===== src/rtl/ab_gen.sv =====
// Address bus generator: forms the next address from a selectable base plus
// register/offset, with an optional extra cycle to fix up the high part on a page cross.
module ab_gen #(
    parameter int              AW         = 16,
    parameter int              LW         = 8,
    parameter int              FIX_PAGE   = 1,
    parameter int              STACK_PAGE = 1,
    parameter logic [AW-1:0]   RESET_AB   = 16'hFFFC
) (
    input  logic          clk,
    input  logic          rst_n,
    input  logic          rdy,
    input  logic          CI,
    input  logic          cond,
    input  logic [LW-1:0] DB,
    input  logic [LW-1:0] REG,
    input  logic [4:0]    op,
    input  logic          ld_ahl,
    input  logic          ld_ahh,
    input  logic          ld_pc,
    input  logic          inc_pc,
    output logic [AW-1:0] AB,
    output logic [AW-1:0] PC,
    output logic [AW-1:0] AH,
    output logic          CO,
    output logic          stall
);

    localparam int HW = AW - LW;

    typedef enum logic {
        ST_RUN = 1'b0,
        ST_FIX = 1'b1
    } state_t;

    state_t        state_q, state_d;
    logic [AW-1:0] ab_q, ab_d;
    logic [AW-1:0] pc_q, pc_d;
    logic [AW-1:0] ah_q, ah_d;
    logic          adj_up_q, adj_up_d;
    logic          adj_dn_q, adj_dn_d;

    logic [LW-1:0] base_lo;
    logic [HW-1:0] hi_src;
    logic [LW:0]   lo_sum;
    logic          form_zp, form_lin, form_idx, form_brn;
    logic          adj_up, adj_dn;
    logic [HW-1:0] hi_lin;

    // Adds +1, 0 or -1 to a high part, wrapping modulo 2^HW.
    function automatic logic [HW-1:0] hi_step(input logic [HW-1:0] h,
                                              input logic          up,
                                              input logic          dn);
        if (up)
            return h + HW'(1);
        else if (dn)
            return h - HW'(1);
        else
            return h;
    endfunction

    // NOTE: every always_comb output gets a default first so no path can infer a latch.
    always_comb begin
        base_lo = '0;
        case (op[3:2])
            2'b01:   base_lo = pc_q[LW-1:0];
            2'b10:   base_lo = ah_q[LW-1:0];
            2'b11:   base_lo = cond ? DB : '0;
            default: base_lo = '0;
        endcase

        lo_sum = '0;
        case (op[1:0])
            2'b00:   lo_sum = {1'b0, REG} + (LW+1)'(CI);
            2'b01:   lo_sum = {1'b0, base_lo} + {1'b0, REG} + (LW+1)'(CI);
            2'b10:   lo_sum = {1'b0, base_lo} + (LW+1)'(CI);
            default: lo_sum = {1'b0, base_lo} + {1'b0, ab_q[LW-1:0]} + (LW+1)'(CI);
        endcase

        hi_src = '0;
        if (op[1:0] == 2'b00) begin
            hi_src = op[4] ? HW'(STACK_PAGE) : '0;
        end else begin
            case (op[3:2])
                2'b01:   hi_src = pc_q[AW-1:LW];
                2'b10:   hi_src = ah_q[AW-1:LW];
                2'b11:   hi_src = ab_q[AW-1:LW];
                default: hi_src = '0;
            endcase
        end
    end

    assign CO = lo_sum[LW];

    // Zero-page (base 0) wraps inside the page; the other forms differ only in
    // whether the carry is folded in now (linear) or applied as a page adjust.
    assign form_zp  = (op[3:2] == 2'b00);
    assign form_lin = !form_zp && ((op[1:0] == 2'b10) || ((op[1:0] == 2'b11) && !cond));
    assign form_idx = (op[1:0] == 2'b01) && ((op[3:2] == 2'b01) || (op[3:2] == 2'b10));
    assign form_brn = cond && (op[3:2] == 2'b11) && (op[1:0] == 2'b11);

    assign adj_up = (form_idx && CO) || (form_brn && CO && !DB[LW-1]);
    assign adj_dn = form_brn && !CO && DB[LW-1];
    assign hi_lin = hi_src + HW'(form_lin && CO);

    always_comb begin
        state_d  = state_q;
        ab_d     = ab_q;
        pc_d     = pc_q;
        ah_d     = ah_q;
        adj_up_d = adj_up_q;
        adj_dn_d = adj_dn_q;

        if (rdy) begin
            if (ld_ahl)
                ah_d[LW-1:0] = DB;
            if (ld_ahh)
                ah_d[AW-1:LW] = HW'(DB);

            if (state_q == ST_RUN) begin
                if (FIX_PAGE == 0) begin
                    ab_d = {hi_step(hi_lin, adj_up, adj_dn), lo_sum[LW-1:0]};
                end else begin
                    ab_d = {hi_lin, lo_sum[LW-1:0]};
                    if (adj_up || adj_dn) begin
                        adj_up_d = adj_up;
                        adj_dn_d = adj_dn;
                        state_d  = ST_FIX;
                    end
                end
                if (ld_pc)
                    pc_d = ab_q + {{(AW-1){1'b0}}, inc_pc};
            end else begin
                ab_d    = {hi_step(ab_q[AW-1:LW], adj_up_q, adj_dn_q), ab_q[LW-1:0]};
                state_d = ST_RUN;
            end
        end
    end

    // NOTE: sequential state uses non-blocking assignments so all flops update together.
    always_ff @(posedge clk) begin
        if (!rst_n) begin
            state_q  <= ST_RUN;
            ab_q     <= RESET_AB;
            pc_q     <= '0;
            ah_q     <= '0;
            adj_up_q <= 1'b0;
            adj_dn_q <= 1'b0;
        end else begin
            state_q  <= state_d;
            ab_q     <= ab_d;
            pc_q     <= pc_d;
            ah_q     <= ah_d;
            adj_up_q <= adj_up_d;
            adj_dn_q <= adj_dn_d;
        end
    end

    assign AB    = ab_q;
    assign PC    = pc_q;
    assign AH    = ah_q;
    assign stall = (state_q == ST_FIX);

endmodule

===== config.mk =====
export PLATFORM = sky130hd
export DESIGN_NAME = ab_gen
export DESIGN_NICKNAME = d
export VERILOG_FILES = /design/src/rtl/ab_gen.sv
export SDC_FILE = /design/constraint.sdc
export NUM_CORES = 1
export LEC_CHECK = 0
export ABC_AREA = 0
export CORE_MARGIN = 2
export CORE_UTILIZATION = 40
export DETAILED_ROUTE_END_ITERATION = 6
export PLACE_DENSITY = 0.68
export SYNTH_ARGS = -nofsm -noshare
export SYNTH_HDL_FRONTEND = slang
export SYNTH_SLANG_ARGS = --single-unit

===== constraint.sdc =====
create_clock -name clk -period 15.8 [get_ports clk]
set_clock_uncertainty 0.05 [all_clocks]
set_input_delay 4.74 -clock clk [delete_from_list [all_inputs] [get_ports clk]]
set_output_delay 4.74 -clock clk [all_outputs]
set_load 0.005 [all_outputs]

Yosys cells after proc, flatten, opt, wreduce, memory -nomap -nowiden
Index checks and enable logic that the tools add are counted.
Widths: inputs -> output; s select.
{"block": "word_totals", "in_bits": 30, "word_cells": 64, "register_bits": 51, "out_inout_bits": 50}
{"block": "op_classes", "n_bitwise": 1, "add_sub_neg": 10, "eq_ne": 7, "mux": 11, "reduce_logical": 27}
{"cell": "$pmux 8 s3", "count": 2}
{"cell": "$mux 8", "count": 4}
{"cell": "$pmux 9 s3", "count": 1}
{"cell": "$add 8x1->9", "count": 2}
{"cell": "$add 8x8->9", "count": 2}
{"cell": "$add 9x1->9", "count": 2}
{"cell": "$add 16x1->16", "count": 1}
{"cell": "$mux 16", "count": 1}
{"cell": "$logic_and 1x1->1", "count": 11}
{"cell": "$add 8x1->8", "count": 1}
{"cell": "$add 8x1->8 const B", "count": 1}
{"cell": "$eq 2x2->1 const B", "count": 4}
{"cell": "$reduce_and 2->1", "count": 4}
{"cell": "$sub 8x1->8 const B", "count": 1}
{"cell": "$reduce_and 3->1", "count": 2}
{"cell": "$eq 2x1->1 const B", "count": 2}
{"cell": "$logic_not 1->1", "count": 4}
{"cell": "$logic_not 2->1", "count": 2}
{"cell": "$logic_or 1x1->1", "count": 4}
{"cell": "$mux 1", "count": 3}
{"cell": "$ne 3x1->1 const B", "count": 1}
{"cell": "$not 1->1", "count": 1}

Depth between registers and ports, before layout
{"block": "logic_depth", "ltp_word": 11, "ltp_mapped": 24, "ltp_nobuf": 23}

Worst setup path after synthesis
Ideal clock, no wire load.
{"block": "synth_timing", "path_type": "input to output", "from": "in op[2]", "to": "out CO", "path_slack_ps": 3754, "arrival_ps": 7256, "path_buffers": 1, "required_ps": 11010, "path_stages": 16, "cell_sequence": "inv_1 ha_1 buf_4 a22oi_2 a21oi_2 xor2_1 ha_1 a21o_1 fa_1 a21o_1 a21oi_1 o21bai_1 a21oi_1 nand3b_1 nand3_1 nor2_1"}
{"block": "synth_between", "elab_chain_cells": 5, "elab_cells_between_ends": 10, "classes_between": "add/sub (5); eq/ne (3); mux (2)"}
{"item": "start, declared", "line": "17", "rtl": "input logic [4:0] op,"}
{"item": "$eq 2x2->1 / $eq 2x1->1 (equally long branches)", "line": "65", "rtl": "case (op[3:2])"}
{"item": "$pmux 8 s3 *", "line": "65"}
{"item": "$add 8x8->9 (on tied branches)", "line": "77, 75"}
{"item": "$add 9x1->9 (on tied branches)", "line": "77, 75"}
{"item": "$pmux 9 s3 *", "line": "73", "rtl": "case (op[1:0])"}
{"item": "end, declared", "line": "25", "rtl": "output logic CO,"}
Every way passes the cells marked *; elsewhere a longest branch is shown, timed or not.

Worst setup path after layout
Ends and elaborated chain as after synthesis.

==> out/results.tsv <==
metric	value	unit
slew_headroom	29.7	%
p_int	231	uW
post-route-period-util	87.7	%
p_leak	0.00191	uW
ys_seq_area_share	25.8	%
synth_common_cells	nand2_1, dfxtp_1, nor2_1, a21oi_1, ha_1	
wl_per_cell	17.3	um
dp_hpwl	9.21	mm
rsz0062_at_grt	no	
grt_remaining_overflow	0	
maxSlewViolCount	0	
synth_cell_type_count	62	
cp_cell_sequence	clkdlybuf4s50_1 > inv_1 > ha_1 > a22oi_2 > a21oi_2 > xor2_1 > ha_1 > a21oi_1 > fa_1 > nor2b_1 > o21ai_0 > a21boi_0 > o21ai_0 > a21oi_1 > nand3_1 > nor2_1 > clkdlybuf4s50_1	
design.core.area	9680	sq um
dieWidth	104	um
postCtsSetupBuffers	0	
layout.nets	616	
crit-reg2reg-launch	PC[0]	
crit_type	in2out	
p_sw	125	uW
cp_slowest_stage_delay	0.53	ns
drt_iter0_drc	226	
ant_nets	0	
htreeDepth	2	
grt_max_degree	39	
synthCells	488	
via_count	3951	
cp.buffers_inverters	3	
synth_edf_count	0	
area_delta_synth_final	23.8	%
syn_area	3960	sq um
grt_pass1_vias	3812	
crit_family	compound AO/OA/AOI/OAI gates	
cp-end-kind	output port	
critPathLaunch	op[2]	
cts_num_sinks	51	
dr.pass1.iters	5	
io_pins	80	
synth_area_leaders	dfxtp_1, ha_1, nand2_1, xnor2_1, a21oi_1	
clk_latency	0.31	ns
port_buffers	79	
avgViaCountPerCell	5.77	
cp_max_fo	16	
cts_resized	0	
cts_tree	done	
worstHoldPathType	reg2reg	
sequentialPowerShare	42.9	%
fmax	72.1	MHz
synth_area_per_cell	8.12	sq um
synth_nets	553	
synthArstFlopShare	0	%
row_count	36	
hold_violations	0	
drv_cap	0	
pwr-share-comb	34.7	%
ir_worst_vdd	0.0361	mV
netSwitchingFraction	35.1	%
status	completed	
hold_buffers	0	
setup_viol	0	
yosys_register_bits	51	
period_minus_slack	13.86	ns
antenna_found_initial	0	
cts_made_buffers	5	
cp_slowest_cell	clkdlybuf4s50_1	
diodes	0	
dieArea	10700	sq um
start_util	40.9	%
drive_gt1_share	5.25	%
fin_cells	685	
yosysWarnings	0	
groute.usage.overall	22.0	%
hp-start	adj_up_q	
p_clk_share	22.4	%
drc	0	
crit_required	11.01	ns
cts.path.max_buffers	2	
clkSlewWorstSetupHoldPaths	0.10	ns
synth_most_common_cell	nand2_1	
worst_ep_arrival_time	9.07	ns
dpl.cell_count	677	
synth_top_area_share	25.8	%
routabilityCongestion	0.846	
cp-start-kind	input pin	
finalSetupTns	0	ns
clockRootBuffer	clkbuf_8	
ys.flop_type	dfxtp_1	
drt_wl_total	11.9	mm
fill_cells	949	
powerDensity	72.5	nW/um^2
worst_pin_slew	1.05	ns
synth_area_leader_cell	dfxtp_1	
die_y	104	um
grt_pass1_wl	19.5	mm
routing by layer:
layer	part of all wire [%]	vias to the layer above	global-route usage, %
met1	43	1856	28.1
met5	0	-	0
li1	-	1920	-
met3	7.2	22	3.71
met2	48	153	38.4
met4	1.8	0	6.18
worst paths after layout:
path                            endpoint  slack (ns)  depth (start not counted)
worst max register to register    AB[14]       11.21                         21
worst min-delay path            adj_up_q        0.42                          2
worst max-delay path                  CO        1.94                         17
worst min register to register  adj_up_q        0.42                          2
tightest hold or removal path, delay by kind of cell, from the launching register on:
family / cells / cell delay, ns
AND/OR/NAND/NOR: 1 / 0.05
AO/OA/AOI/OAI: 1 / 0.05
flip-flops: 1 / 0.33
layout make-up:
cell class / count / area (sq um) / share of cell area (%)
Multi-Input combinational cell: 398 / 2770 / 56.4
Sequential cell: 51 / 1020 / 20.8
Timing Repair Buffer: 81 / 806 / 16.4
Tap cell: 133 / 166 / 3.39
Clock buffer: 5 / 68.8 / 1.40
Inverter: 14 / 52.6 / 1.07
Clock inverter: 3 / 25.0 / 0.510
sequential cells by signal (all words and copies together), names as in the netlist:
name and count:
AB 16, AH 16, PC 16, adj_dn_q 1
adj_up_q 1, stall 1
cells by family after synthesis:
| group | after synthesis | share of synthesized area, % |
|---|---|---|
| simple gates | 180 | 22.4 |
| buf+inv | 39 | 4.39 |
| xor+xnor | 39 | 8.62 |
| compound gates | 130 | 22.7 |
| mux | 14 | 4.52 |
| fa+ha+maj | 35 | 11.6 |
| flops | 51 | 25.8 |
layout by cell type (no fill, tap or decap), types with 3 or more instances in the layout:
cell type,instances
o41ai_1,3
xor2_1,17
nand2_1,55
mux2i_2,3
a21o_1,9
mux2i_1,7
dfxtp_1,51
a21oi_1,35
a22oi_1,3
a211oi_1,14
a222oi_1,13
nand3_1,31
xnor2_1,22
clkdlybuf4s50_1,79
ha_1,32
or3_1,4
and2_1,5
clkbuf_8,5
o211ai_1,12
o21a_1,5
o21ai_0,15
inv_1,13
nor2b_1,5
and3_1,5
nor2_1,43
nor3_1,13
fa_1,3
per-stage QoR:
step | utilization (%) | instance area, sq um | power [uW] | worst slack, ns | hold WS (ns)
2_1_floorplan | - | 3960 | 229 | 3.75 | 0.395
3_3_place_gp | 49.7 | 4810 | 274 | 2.20 | 0.410
3_5_place_dp | 49.7 | 4810 | 277 | 1.95 | 0.411
4_1_cts | 50.7 | 4910 | 356 | 1.94 | 0.425
5_1_grt | 50.7 | 4910 | 376 | 1.42 | 0.451
6_report | 50.7 | 4910 | 356 | 1.94 | 0.424
power groups by stage:
stage | logic (uW) | clock network [uW] | registers [uW]
after global placement | 118 | 0 | 155
after global routing | 137 | 85.3 | 154
after CTS | 123 | 80.7 | 152
after floorplan | 78.4 | 0 | 151
after detailed placement | 122 | 0 | 155
final | 123 | 79.7 | 153
(Power assumes the default switching activity.)
